==> src/rtl/uart_pkg.sv <==
`default_nettype none
// ============================================================================
// Module   : uart_pkg
// Purpose  : Shared UART definitions. Holds the receiver FSM state type, the
//            oversampling ratio, the sample positions inside a bit, the
//            clock-divider calculation and a 2-of-3 majority helper.
// Ports    : none (package)
// Revision : 1.0  initial release
// ============================================================================
package uart_pkg;

  typedef enum logic [2:0] {
    ST_IDLE  = 3'd0,
    ST_START = 3'd1,
    ST_DATA  = 3'd2,
    ST_STOP  = 3'd3,
    ST_BREAK = 3'd4
  } rx_state_e;

  localparam int unsigned OVERSAMPLE = 16;

  // Oversample positions within one bit period.
  localparam logic [3:0] S_LO  = 4'd7;
  localparam logic [3:0] S_MID = 4'd8;
  localparam logic [3:0] S_HI  = 4'd9;
  localparam logic [3:0] S_END = 4'd15;

  // Clock cycles per oversample tick (integer-truncated).
  function automatic int unsigned calc_div(input int unsigned clk_hz,
                                           input int unsigned baud);
    return clk_hz / (baud * OVERSAMPLE);
  endfunction

  function automatic logic maj3(input logic [2:0] v);
    return (v[0] & v[1]) | (v[0] & v[2]) | (v[1] & v[2]);
  endfunction

endpackage
`default_nettype wire

==> src/rtl/sync_fifo.sv <==
`default_nettype none
// ============================================================================
// Module   : sync_fifo
// Purpose  : Single-clock first-word fall-through FIFO. rdata_o always shows
//            the head entry (zero while empty). A write while full is refused
//            unless a read happens in the same cycle; a read while empty is
//            ignored.
// Ports    : clk_i, rst_i (async, active-high)
//            wr_i / wdata_i  : push strobe and data
//            rd_i            : pop strobe
//            rdata_o         : head entry
//            full_o, empty_o : occupancy status
//            count_o         : registered occupancy (0..2**DEPTH_LOG2)
// Revision : 1.0  initial release
// ============================================================================
module sync_fifo #(
  parameter int unsigned WIDTH      = 8,
  parameter int unsigned DEPTH_LOG2 = 4
) (
  input  logic                  clk_i,
  input  logic                  rst_i,
  input  logic                  wr_i,
  input  logic [WIDTH-1:0]      wdata_i,
  input  logic                  rd_i,
  output logic [WIDTH-1:0]      rdata_o,
  output logic                  full_o,
  output logic                  empty_o,
  output logic [DEPTH_LOG2:0]   count_o
);

  localparam int unsigned              DEPTH    = 2 ** DEPTH_LOG2;
  localparam logic [DEPTH_LOG2-1:0]    PTR_ONE  = DEPTH_LOG2'(1);
  localparam logic [DEPTH_LOG2:0]      CNT_ONE  = (DEPTH_LOG2 + 1)'(1);
  localparam logic [DEPTH_LOG2:0]      CNT_FULL = {1'b1, {DEPTH_LOG2{1'b0}}};

  logic [WIDTH-1:0]      mem_q [DEPTH];
  logic [DEPTH_LOG2-1:0] wptr_q;
  logic [DEPTH_LOG2-1:0] rptr_q;
  logic [DEPTH_LOG2:0]   count_q;
  logic                  w_do_wr;
  logic                  w_do_rd;

  assign empty_o = (count_q == '0);
  assign full_o  = (count_q == CNT_FULL);
  assign count_o = count_q;

  // A pop frees a slot in the same cycle, so a full FIFO still accepts a
  // simultaneous push.
  assign w_do_rd = rd_i & ~empty_o;
  assign w_do_wr = wr_i & (~full_o | w_do_rd);

  // Stale memory is never exposed: the head reads as zero while empty.
  assign rdata_o = empty_o ? '0 : mem_q[rptr_q];

  always_ff @(posedge clk_i) begin
    if (w_do_wr) begin
      mem_q[wptr_q] <= wdata_i;
    end
  end

  always_ff @(posedge clk_i or posedge rst_i) begin
    if (rst_i) begin
      wptr_q  <= '0;
      rptr_q  <= '0;
      count_q <= '0;
    end else begin
      if (w_do_wr) wptr_q <= wptr_q + PTR_ONE;
      if (w_do_rd) rptr_q <= rptr_q + PTR_ONE;
      case ({w_do_wr, w_do_rd})
        2'b10:   count_q <= count_q + CNT_ONE;
        2'b01:   count_q <= count_q - CNT_ONE;
        default: count_q <= count_q;
      endcase
    end
  end

endmodule
`default_nettype wire

==> src/rtl/uart_rx_fifo.sv <==
`default_nettype none
// ============================================================================
// Module   : uart_rx_fifo
// Purpose  : Debug UART receiver. Synchronises the serial line, deframes 8N1
//            characters with 16x oversampling and 2-of-3 majority sampling,
//            and queues received bytes in a first-word fall-through FIFO.
//            Framing and overrun errors are held in sticky flags.
// Ports    : I_clk, I_rst (async, active-high)
//            I_uart_rx   : serial line, idle high, asynchronous to I_clk
//            I_read      : pop strobe (ignored while O_valid=0)
//            I_clear     : clears both sticky flags
//            O_data      : FIFO head byte, O_valid : FIFO not empty
//            O_count     : FIFO occupancy
//            O_frame_err : stop bit sampled low, O_overrun : byte lost (full)
// Revision : 1.0  initial release
// ============================================================================
module uart_rx_fifo
  import uart_pkg::*;
#(
  parameter int unsigned CLK_HZ     = 48_000_000,
  parameter int unsigned BAUD       = 115_200,
  parameter int unsigned DEPTH_LOG2 = 4
) (
  input  logic                I_clk,
  input  logic                I_rst,
  input  logic                I_uart_rx,
  input  logic                I_read,
  input  logic                I_clear,
  output logic [7:0]          O_data,
  output logic                O_valid,
  output logic [DEPTH_LOG2:0] O_count,
  output logic                O_frame_err,
  output logic                O_overrun
);

  localparam int unsigned      DIV      = calc_div(CLK_HZ, BAUD);
  localparam int unsigned      DIV_W    = (DIV > 1) ? $clog2(DIV) : 1;
  localparam logic [DIV_W-1:0] DIV_LAST = DIV_W'(DIV - 1);
  localparam logic [DIV_W-1:0] DIV_ONE  = DIV_W'(1);

  logic             rx_meta_q, rx_sync_q;
  logic [DIV_W-1:0] div_cnt_q;
  logic             w_tick, w_cnt_clr;
  rx_state_e        state_q, state_d;
  logic [3:0]       samp_q, samp_d;
  logic [2:0]       bit_q, bit_d;
  logic [2:0]       win_q, win_d, w_win_shift;
  logic [7:0]       shreg_q, shreg_d;
  logic             push_q, push_d;
  logic             frame_err_q, overrun_q;
  logic             w_frame_set, w_overrun_set;
  logic             w_full, w_empty;

  assign w_tick      = (div_cnt_q == DIV_LAST);
  // Window contents including the sample being taken on this tick; used
  // where the majority decision is made on the last sample itself.
  assign w_win_shift = {win_q[1:0], rx_sync_q};

  always_ff @(posedge I_clk or posedge I_rst) begin
    if (I_rst) begin
      rx_meta_q <= 1'b1;
      rx_sync_q <= 1'b1;
      div_cnt_q <= '0;
    end else begin
      rx_meta_q <= I_uart_rx;
      rx_sync_q <= rx_meta_q;
      // Restarting on the start edge puts the sample points at a fixed
      // phase relative to the incoming character.
      if (w_cnt_clr || w_tick) div_cnt_q <= '0;
      else                     div_cnt_q <= div_cnt_q + DIV_ONE;
    end
  end

  always_comb begin
    state_d     = state_q;
    samp_d      = samp_q;
    bit_d       = bit_q;
    win_d       = win_q;
    shreg_d     = shreg_q;
    push_d      = 1'b0;
    w_cnt_clr   = 1'b0;
    w_frame_set = 1'b0;

    if (w_tick && (samp_q == S_LO || samp_q == S_MID || samp_q == S_HI)) begin
      win_d = w_win_shift;
    end

    case (state_q)
      ST_IDLE: begin
        if (!rx_sync_q) begin
          state_d   = ST_START;
          samp_d    = '0;
          w_cnt_clr = 1'b1;
        end
      end
      ST_START: begin
        if (w_tick) begin
          if (samp_q == S_HI) begin
            if (!maj3(w_win_shift)) begin
              state_d = ST_DATA;
              samp_d  = '0;
              bit_d   = '0;
            end else begin
              state_d = ST_IDLE;            // glitch, not a start bit
            end
          end else begin
            samp_d = samp_q + 4'd1;
          end
        end
      end
      ST_DATA: begin
        if (w_tick) begin
          samp_d = samp_q + 4'd1;           // wraps 15 -> 0 into next bit
          if (samp_q == S_END) begin
            shreg_d = {maj3(win_q), shreg_q[7:1]};
            if (bit_q == 3'd7) state_d = ST_STOP;
            else               bit_d   = bit_q + 3'd1;
          end
        end
      end
      ST_STOP: begin
        if (w_tick) begin
          if (samp_q == S_HI) begin
            if (maj3(w_win_shift)) begin
              push_d  = 1'b1;
              state_d = ST_IDLE;
            end else begin
              w_frame_set = 1'b1;
              state_d     = ST_BREAK;
            end
          end else begin
            samp_d = samp_q + 4'd1;
          end
        end
      end
      ST_BREAK: begin
        if (rx_sync_q) state_d = ST_IDLE;
      end
      default: state_d = ST_IDLE;
    endcase
  end

  always_ff @(posedge I_clk or posedge I_rst) begin
    if (I_rst) begin
      state_q     <= ST_IDLE;
      samp_q      <= '0;
      bit_q       <= '0;
      win_q       <= '0;
      shreg_q     <= '0;
      push_q      <= 1'b0;
      frame_err_q <= 1'b0;
      overrun_q   <= 1'b0;
    end else begin
      state_q     <= state_d;
      samp_q      <= samp_d;
      bit_q       <= bit_d;
      win_q       <= win_d;
      shreg_q     <= shreg_d;
      push_q      <= push_d;
      // A new error in the clearing cycle wins over the clear.
      frame_err_q <= (frame_err_q & ~I_clear) | w_frame_set;
      overrun_q   <= (overrun_q & ~I_clear) | w_overrun_set;
    end
  end

  // The byte is lost only when full and no pop frees a slot this cycle.
  assign w_overrun_set = push_q & w_full & ~(I_read & ~w_empty);

  sync_fifo #(
    .WIDTH      (8),
    .DEPTH_LOG2 (DEPTH_LOG2)
  ) u_fifo (
    .clk_i   (I_clk),
    .rst_i   (I_rst),
    .wr_i    (push_q),
    .wdata_i (shreg_q),
    .rd_i    (I_read),
    .rdata_o (O_data),
    .full_o  (w_full),
    .empty_o (w_empty),
    .count_o (O_count)
  );

  assign O_valid     = ~w_empty;
  assign O_frame_err = frame_err_q;
  assign O_overrun   = overrun_q;

endmodule
`default_nettype wire

==> config.mk <==
export PLATFORM = sky130hd
export DESIGN_NAME = uart_rx_fifo
export DESIGN_NICKNAME = d
export VERILOG_FILES = /design/src/rtl/uart_pkg.sv /design/src/rtl/sync_fifo.sv /design/src/rtl/uart_rx_fifo.sv
export SDC_FILE = /design/constraint.sdc
export NUM_CORES = 1
export LEC_CHECK = 0
export CAP_MARGIN = 10
export CELL_PAD_IN_SITES_DETAIL_PLACEMENT = 1
export CELL_PAD_IN_SITES_GLOBAL_PLACEMENT = 1
export CORE_UTILIZATION = 53
export DETAILED_ROUTE_END_ITERATION = 16
export PLACE_DENSITY = 0.78
export RECOVER_POWER = 50
export SYNTH_ARGS = -nofsm -noshare
export SYNTH_HDL_FRONTEND = slang
export SYNTH_SLANG_ARGS = --single-unit
==> constraint.sdc <==
create_clock -name I_clk -period 3.05 [get_ports I_clk]
set_input_delay 0.61 -clock I_clk [delete_from_list [all_inputs] [get_ports I_clk]]
set_output_delay 0.61 -clock I_clk [all_outputs]
set_load 0.005 [all_outputs]
Word-level counts from Yosys, hierarchy flattened
Memory sizes are Yosys's and may differ from the RTL's.
Cells that the tools add are included.

word-level totals
  register bits = 44
  bits in latches = 0
  RAM bits = 128
  ROM bits = 0
  input bits = 5
  output and inout port bits = 16
  logic and storage cells = 125
  memories kept = 1

cells by class
  add/subtract/negate cells = 7
  multiply operators = 0
  div/mod/pow operators = 0
  magnitude comparators = 0
  equality and inequality tests = 26
  shifts and indexed selects = 0
  multiplexer cells = 42
  bitwise operators = 22
  reduce and logical (&&, ||, !) cells = 13

memories
  name          words  bits a word  read ports  clocked after Yosys merged registers in  write ports  RTL line         source
  u_fifo.mem_q  16     8            1           0                                        1            sync_fifo.sv:36  logic [WIDTH-1:0] mem_q [DEPTH];

operator list
  operator             count
  $mux 3               16
  $mux 4               7
  $ne 2x2->1 const B   12
  $pmux 4 s4           1
  $pmux 3 s5           1
  $reduce_and 7->1     2
  $add 4x1->4 const B  3
  $eq 4x4->1 const B   3
  $mux 1               12
  $and 1x1->1          11
  $add 5x1->5 const B  2
  $eq 5x5->1 const B   2
  $pmux 5 s2           1
  $reduce_and 9->1     1
  $mux 8               1
  $or 1x1->1           7
  $eq 3x2->1 const B   2
  $eq 3x3->1 const B   2
  $pmux 3 s2           1
  $logic_not 5->1      1
  $mux 5               1
  $sub 5x1->5 const B  1
  $eq 4x3->1 const B   1
  $not 1->1            4
  other kinds (12)     15

Depth between registers and ports, before layout
Gate-level depths: netlist (run 1).

  depth in word-level cells = 8
  depth in mapped cells = 15
  depth with buffers taken out = 12

By module
Synthesis (run 1) repeated with hierarchy kept, for this count alone.

unflattened totals
  cell total of the unflattened synthesis = 448
  area, all modules = 7434.6 um^2

modules (own cells, without submodules)
  module        instances  cells each  area each (um^2)  seq. area each (um^2)
  sync_fifo     1          306         5846.9            4169.0
  uart_rx_fifo  1          142         1587.8            778.2

Worst setup path after synthesis (run 1)
OpenSTA, ideal clock, no wires.

  path kind = register -> register
  start point = register u_fifo.count_q[1] (netlist: u_fifo.count_o[1])
  end point = register u_fifo.count_q[4] (netlist: u_fifo.count_o[4])
  setup time = 0.079 ns
  arrival = 2.567 ns
  required time = 2.971 ns
  setup slack = 0.404 ns
  cell stages (with the launch flop) = 16
  buffers on the path = 3
  cell sequence = dfrtp_1 buf_2 nor4_4 nand3b_1 and2_1 buf_2 inv_1 ha_1 clkbuf_1 xor2_1 ha_1 nand2_1 nor2_1 o21ai_0 a31oi_1 xor2_1

between the ends
  longest elaborated chain between the ends = 7

RTL lines
  what                                                    RTL line         source
  start: declaration                                      sync_fifo.sv:39  logic [DEPTH_LOG2:0] count_q;
  start signal: assignment                                sync_fifo.sv:70  2'b10: count_q <= count_q + CNT_ONE;
  start signal: assignment                                sync_fifo.sv:71  2'b01: count_q <= count_q - CNT_ONE;
  start signal: assignment                                sync_fifo.sv:72  default: count_q <= count_q;
  $logic_not 5->1                                         sync_fifo.sv:43  assign empty_o = (count_q == '0);
  $not 1->1                                               sync_fifo.sv:49  assign w_do_rd = rd_i & ~empty_o;
  $and 1x1->1                                             sync_fifo.sv:49
  $or 1x1->1                                              sync_fifo.sv:50  assign w_do_wr = wr_i & (~full_o | w_do_rd);
  $and 1x1->1                                             sync_fifo.sv:50
  $eq 2x1->1 / $eq 2x2->1 (equally long branches)         sync_fifo.sv:69  case ({w_do_wr, w_do_rd})
  $pmux 5 s2 / $reduce_bool 2->1 (equally long branches)  -

Several ways; a longest one is shown, not always the timed one.
A chain may end at the register's enable or synchronous reset.

Worst setup path after layout (run 1)
  start point = register u_fifo.rptr_q[0]
  end point = output O_data[7]

between the ends
  longest elaborated chain between the ends = 2

RTL lines
  what                      RTL line            source
  start: declaration        sync_fifo.sv:38     logic [DEPTH_LOG2-1:0] rptr_q;
  start signal: assignment  sync_fifo.sv:68     if (w_do_rd) rptr_q <= rptr_q + PTR_ONE;
  $mem_v2 16x8              -
  $mux 8                    sync_fifo.sv:53     assign rdata_o = empty_o ? '0 : mem_q[rptr_q];
  end: declaration          uart_rx_fifo.sv:29  output logic [7:0] O_data,

Every way passes these cells.

==> impl_metrics.env, run 1 <==
export IMPL_grt_max_degree=33
export IMPL_drtPass1Iterations=6
export IMPL_synth_ff_latch_count=172
export IMPL_maxCapViolations=0
export IMPL_drtIter0Drc=299
export IMPL_arrival_ns=2.37
export IMPL_status="completed"
export IMPL_hp_class="flip-flop to flip-flop"
export IMPL_path_cells="buf_12 -> buf_4 -> mux4_2 -> mux2i_4 -> o22ai_1 -> dlygate4sd2_1"
export IMPL_drv_slew=0
export IMPL_pre_cts_ws_ns=0.303
export IMPL_numCtsBuffers=17
export IMPL_ant_nets=0
export IMPL_synth_net_count=451
export IMPL_synthArstFlopShare_pct=25.6
export IMPL_final_common_cell="edfxtp_1"
export IMPL_ys_types=56
export IMPL_ys_dominant_reg_cell="edfxtp_1"
export IMPL_yosysTopAreaCellShare_pct=52.8
export IMPL_fin_crit_sh_pct=97.7
export IMPL_internal_power_mw=3.70
export IMPL_io_pins=21
export IMPL_grt_antenna_before_repair=0
export IMPL_cp_end_kind="output pin"
export IMPL_core_um2=13300
export IMPL_cts_tree="yes"
export IMPL_portBuffers=20
export IMPL_clock_path_buffers=2
export IMPL_holdBufCountCts=0
export IMPL_avgRoutedWirePerCell_um=22.7
export IMPL_finalClockSkew_ns=0.00604
export IMPL_cts_sinks=172
export IMPL_cts_root_buffer="clkbuf_16"
export IMPL_drc=0
export IMPL_fmax_mhz=336
export IMPL_wl_mm=15.4
export IMPL_comb_power_share_pct=0.4
export IMPL_clk_latency_ns=0.43
export IMPL_nNetsFinal=508
export IMPL_path_clk_slew_ns=0.06
export IMPL_cpMaxStageDelayCell="mux4_2"
export IMPL_most_common_layout_cells="128 x edfxtp_1, 41 x dfrtp_1, 33 x buf_4"
export IMPL_antenna_cells=0
export IMPL_worstPathRequired_ns=2.44
export IMPL_core_rowCount=42
export IMPL_synth_largest_area_cell="edfxtp_1"
export IMPL_worst_slew_pin_slew_ns=0.769
export IMPL_via_per_inst=5.75
export IMPL_p_seq_share_pct=54.5
export IMPL_synth_area_leaders="edfxtp_1 53%, dfrtp_1 14%, mux4_2 9.9%, ha_1 2.6%, mux2i_1 2.2%"
export IMPL_rsz0062_at_grt="no"
export IMPL_slowest_delay_ns=0.53
export IMPL_gr_total_overflow=0
export IMPL_cts_max_level=4
export IMPL_hold_viol_final=0
export IMPL_startpoint_type="flip-flop"
export IMPL_die_x_um=119
export IMPL_crit_type="flip-flop to output pin"
export IMPL_power_switching_mw=0.872
export IMPL_dp_hpwl_mm=9.86
export IMPL_syn2layout_area_growth_pct=17.8
export IMPL_switching_share_pct=19.1
export IMPL_grt_total_usage_pct=23.6
export IMPL_vias=3891
export IMPL_cp_top_family="multiplexers"
export IMPL_drive_above_1_share_pct=27.5
export IMPL_cellPowerDensity_nw_per_um2=532
export IMPL_ys_seq_area_share_pct=67.9
export IMPL_fin_total_pwr_mw=4.57
export IMPL_setup_viol=0
export IMPL_initial_utilization_pct=54.8
export IMPL_worst_slack_ns=0.0703
export IMPL_grt_pass1_wl_mm=23.9
export IMPL_ys_warn_count=0
export IMPL_grt_pass1_vias=4215
export IMPL_fin_crit_ns=2.98
export IMPL_peakVddDrop_mv=0.304
export IMPL_leakage_nw=3.49
export IMPL_path_buf_inv=3
export IMPL_die_height_um=119
export IMPL_synthCells=431
export IMPL_cp_max_fo=6
export IMPL_synth_edf_count=128
export IMPL_gp_congestion=0.732
export IMPL_synthesis_area_um2=7280
export IMPL_slew_headroom_pct=48.7
export IMPL_dieArea_um2=14200
export IMPL_avgSynthCellArea_um2=16.9
export IMPL_clkPwrFrac_pct=45.1
## timing repair
action,in CTS,in global routing
pin swaps,0,1
hold endpoints to repair,0,0
setup endpoints to repair,8,3
gates cloned,0,1
buffers inserted,5,9
gates resized for setup,15,10
## cell type report
cell class	instances	area [um^2]
Clock buffer	21	440
Timing Repair Buffer	60	563
Fill cell	1169	4720
Clock inverter	11	119
Inverter	11	41.3
Multi-Input combinational cell	226	2250
Sequential cell	172	4950
Tap cell	176	220
## registers in the layout, indices dropped and copies added (netlist names), 4 cells and up
register	flops
u_fifo.mem_q	128
shreg_q	8
div_cnt_q	5
u_fifo.count_o	5
samp_q	4
u_fifo.rptr_q	4
u_fifo.wptr_q	4
## power groups by stage
stage / clock [mW] / combinational [mW] / sequential [mW]
floorplan: 0 / 0.00985 / 2.54
global placement: 0 / 0.0200 / 2.54
detailed placement: 0 / 0.0206 / 2.54
CTS: 2.10 / 0.0205 / 2.49
global route: 2.17 / 0.0215 / 2.49
finish: 2.06 / 0.0183 / 2.49
## logic make-up after synthesis
logic type                 synth area share, %
buffers and inverters                     2.11
muxes                                     14.7
and+or+nand+nor                           7.27
AOI/OAI and AO/OA                         3.28
DFF                                       67.9
adders and majority gates                 2.87
xor gates and xnor gates                  1.80
## final timing paths
check,startpoint,endpoint,slack [ns],depth (start not counted)
setup / recovery,u_fifo.rptr_q[0]$_DFFE_PP0P_,O_data[7],0.07,6
hold / removal,rx_meta_q$_DFF_PP1_,rx_sync_q$_DFF_PP1_,0.36,0
setup reg to reg,u_fifo.count_o[0]$_DFFE_PP0P_,u_fifo.count_o[4]$_DFFE_PP0P_,0.48,11
hold reg to reg,rx_meta_q$_DFF_PP1_,rx_sync_q$_DFF_PP1_,0.36,0
max in group asynchronous,I_rst,state_q[0]$_DFFE_PP0P_,1.22,3
min in group asynchronous,I_rst,u_fifo.wptr_q[1]$_DFFE_PP0P_,0.68,2
## worst register-to-register path, stage by stage, from the launching register on
cell and delay [ns]:
dfrtp_1 0.47, nor4_4 0.34, nand2b_2 0.17, and2_1 0.30
ha_1 0.26, xor2_1 0.14, ha_1 0.20, nand2_1 0.07
nor2_1 0.10, o21ai_0 0.08, a31oi_1 0.21, xor2_1 0.16
## per-layer routing
layer	up-vias	routed length, um	global-route usage [%]
met5	-	0	0
met4	0	301	9.18
met3	23	721	4.17
met2	92	8170	40.9
met1	2006	6160	29.5
li1	1770	-	-
## Yosys cell counts, types with 2 or more instances
| master | number |
|---|---|
| a21oi_1 | 5 |
| a31oi_1 | 3 |
| and2_1 | 2 |
| and3_1 | 3 |
| buf_1 | 5 |
| buf_2 | 8 |
| buf_4 | 3 |
| clkbuf_1 | 4 |
| dfrtp_1 | 42 |
| dfstp_2 | 2 |
| edfxtp_1 | 128 |
| ha_1 | 15 |
| inv_1 | 11 |
| mux2_1 | 8 |
| mux2_2 | 5 |
| mux2_4 | 3 |
| mux2i_1 | 16 |
| mux4_2 | 32 |
| nand2_1 | 18 |
| nand2_2 | 3 |
| nand2b_1 | 6 |
| nand3_1 | 7 |
| nand3b_1 | 4 |
| nand4_1 | 2 |
| nor2_1 | 25 |
| nor2b_1 | 2 |
| nor3_1 | 7 |
| nor3b_1 | 2 |
| o21ai_0 | 7 |
| o21ai_1 | 5 |
| o22ai_1 | 9 |
| o31ai_1 | 2 |
| xnor2_1 | 8 |
| xor2_1 | 7 |
## metrics by stage
stage	instances	setup TNS (ns)	area [um^2]	hold slack [ns]	utilization, %
floorplan	431	0	7280	0.345	-
global placement	630	0	7820	0.347	58.8
detailed placement	630	0	7820	0.348	58.8
CTS	667	-0.00760	8450	0.357	63.6
global route	677	0	8580	0.362	64.5
finish	677	0	8580	0.356	64.5
(Power assumes the default switching activity.)
==> inputs of run 2 (changes only) <==
--- a/config.mk
+++ b/config.mk
@@ -5,7 +5,6 @@
 export SDC_FILE = /design/constraint.sdc
 export NUM_CORES = 1
 export LEC_CHECK = 0
-export CAP_MARGIN = 10
 export CELL_PAD_IN_SITES_DETAIL_PLACEMENT = 1
 export CELL_PAD_IN_SITES_GLOBAL_PLACEMENT = 1
 export CORE_UTILIZATION = 53
==> results of run 2 <==
Final layout, timing and power as in run 1 (identical DEF).
==> inputs of run 3 (changes only) <==
--- a/config.mk
+++ b/config.mk
@@ -5,6 +5,7 @@
 export SDC_FILE = /design/constraint.sdc
 export NUM_CORES = 1
 export LEC_CHECK = 0
+export CAP_MARGIN = 20
 export CELL_PAD_IN_SITES_DETAIL_PLACEMENT = 1
 export CELL_PAD_IN_SITES_GLOBAL_PLACEMENT = 1
 export CORE_UTILIZATION = 53
==> constraint.sdc (replaced) <==
create_clock -name I_clk -period 2.9 [get_ports I_clk]
set_input_delay 0.58 -clock I_clk [delete_from_list [all_inputs] [get_ports I_clk]]
set_output_delay 0.58 -clock I_clk [all_outputs]
set_load 0.005 [all_outputs]
==> impl_metrics.env, run 3 (synthesized netlist as in run 1, its figures left out) <==
export IMPL_leakage_nw=3.43
export IMPL_grt_pass1_wl_mm=24.5
export IMPL_numCtsBuffers=17
export IMPL_gp_congestion=0.763
export IMPL_dpl_cell_area_um2=7830
export IMPL_startpoint_type="flip-flop"
export IMPL_grt_antenna_before_repair=0
export IMPL_setup_viol=0
export IMPL_grt_pass1_vias=4290
export IMPL_arrival_ns=2.25
export IMPL_nNetsFinal=505
export IMPL_most_common_layout_cells="128 x edfxtp_1, 41 x dfrtp_1, 32 x mux4_2"
export IMPL_peakVddDrop_mv=0.438
export IMPL_cellPowerDensity_nw_per_um2=576
export IMPL_core_um2=13300
export IMPL_gr_total_overflow=0
export IMPL_drtIter0Drc=302
export IMPL_post_route_util_pct=64.4
export IMPL_cp_max_fo=6
export IMPL_cts_sinks=172
export IMPL_dp_hpwl_mm=9.84
export IMPL_finalClockSkew_ns=0.00615
export IMPL_initial_utilization_pct=54.8
export IMPL_drtPass1Iterations=4
export IMPL_drc=0
export IMPL_grt_total_usage_pct=24.2
export IMPL_holdBufCountCts=0
export IMPL_vias=3927
export IMPL_largest_reg_flops=128
export IMPL_syn2layout_area_growth_pct=17.5
export IMPL_cts_max_level=4
export IMPL_final_common_cell="edfxtp_1"
export IMPL_io_pins=21
export IMPL_worstPathRequired_ns=2.32
export IMPL_hold_viol_final=0
export IMPL_rsz0062_at_grt="yes"
export IMPL_grt_max_degree=36
export IMPL_core_rowCount=42
export IMPL_reg_top3="u_fifo.mem_q (128), shreg_q (8)"
export IMPL_cts_tree="yes"
export IMPL_antenna_cells=0
export IMPL_maxCapViolations=0
export IMPL_pre_cts_ws_ns=0.111
export IMPL_clock_path_buffers=2
export IMPL_portBuffers=20
export IMPL_path_clk_slew_ns=0.06
export IMPL_wl_mm=15.5
export IMPL_worst_slack_ns=0.0689
export IMPL_top_register="u_fifo.mem_q"
export IMPL_die_height_um=119
export IMPL_fin_crit_sh_pct=97.6
export IMPL_stdcell_area_um2=8560
export IMPL_cts_root_buffer="clkbuf_16"
export IMPL_hp_class="flip-flop to flip-flop"
export IMPL_dieArea_um2=14200
export IMPL_clk_latency_ns=0.42
export IMPL_die_x_um=119
export IMPL_fmax_mhz=353
export IMPL_via_per_inst=5.83
export IMPL_ant_nets=0
export IMPL_cp_end_kind="output pin"
export IMPL_worst_slew_pin_slew_ns=0.954
export IMPL_fin_crit_ns=2.83
export IMPL_slew_headroom_pct=36.4
export IMPL_avgRoutedWirePerCell_um=23.0
export IMPL_crit_type="flip-flop to output pin"
export IMPL_drv_slew=0
export IMPL_drive_above_1_share_pct=27.1
export IMPL_status="completed"
run 3: metal layers:
layer  part of all wire (%)  vias to the layer above  track usage [%]
li1                       -                     1764                -
met1                     41                     2050             30.4
met2                     52                       90             41.1
met3                    4.6                       23             5.03
met4                    2.3                        0             9.41
met5                      0                        -                0
run 3: final timing paths:
| kind | start | end | slack [ns] | depth (start not counted) |
|---|---|---|---|---|
| worst min-delay path | rx_meta_q$_DFF_PP1_ | rx_sync_q$_DFF_PP1_ | 0.36 | 0 |
| worst max register to register | u_fifo.count_o[0]$_DFFE_PP0P_ | u_fifo.count_o[4]$_DFFE_PP0P_ | 0.33 | 11 |
| max in group asynchronous | I_rst | state_q[0]$_DFFE_PP0P_ | 0.96 | 3 |
| min in group asynchronous | I_rst | u_fifo.count_o[4]$_DFFE_PP0P_ | 0.67 | 2 |
| worst max-delay path | u_fifo.rptr_q[0]$_DFFE_PP0P_ | O_data[1] | 0.07 | 6 |
| worst min register to register | rx_meta_q$_DFF_PP1_ | rx_sync_q$_DFF_PP1_ | 0.36 | 0 |
run 3: timing repair:
action / 4_1_cts / 5_1_grt
endpoints found under the hold margin: 0 / 0
gates cloned: 1 / 0
setup buffers: 8 / 1
pin swaps: 0 / 1
setup endpoints to repair: 8 / 7
resized for setup: 25 / 8
run 3: power by group:
part / total, mW / switching [mW] / internal, mW
logic: 0.0192 / 0.0136 / 0.00558
registers: 2.62 / 0.00106 / 2.62
clock network: 2.29 / 0.932 / 1.36
total: 4.93 / 0.947 / 3.98
run 3: critical path: stages, from the launching register on:
cell           delay [ns]
dfrtp_2              0.46
buf_4                0.14
buf_6                0.13
mux4_2               0.51
mux2i_1              0.15
o22ai_1              0.13
dlygate4sd2_1        0.30
run 3: stage by stage:
stage / hold slack [ns] / std cells / total power, mW / setup TNS [ns]
after floorplan: 0.345 / 431 / 2.68 / 0
after global placement: 0.346 / 632 / 2.69 / 0
after detailed placement: 0.350 / 632 / 2.69 / 0
after CTS: 0.359 / 673 / 4.97 / -0.0603
after global routing: 0.360 / 674 / 5.05 / -0.0331
final: 0.359 / 674 / 4.93 / 0
run 3: area by class of cell:
cell class              count  area, um^2
flip-flops and latches    172        4950
well taps                 176         220
multi-input cells         226        2230
clock buffers              18         429
fillers                  1181        4740
repair buffers             57         524
clock inverters            14         168
inverters                  11        41.3
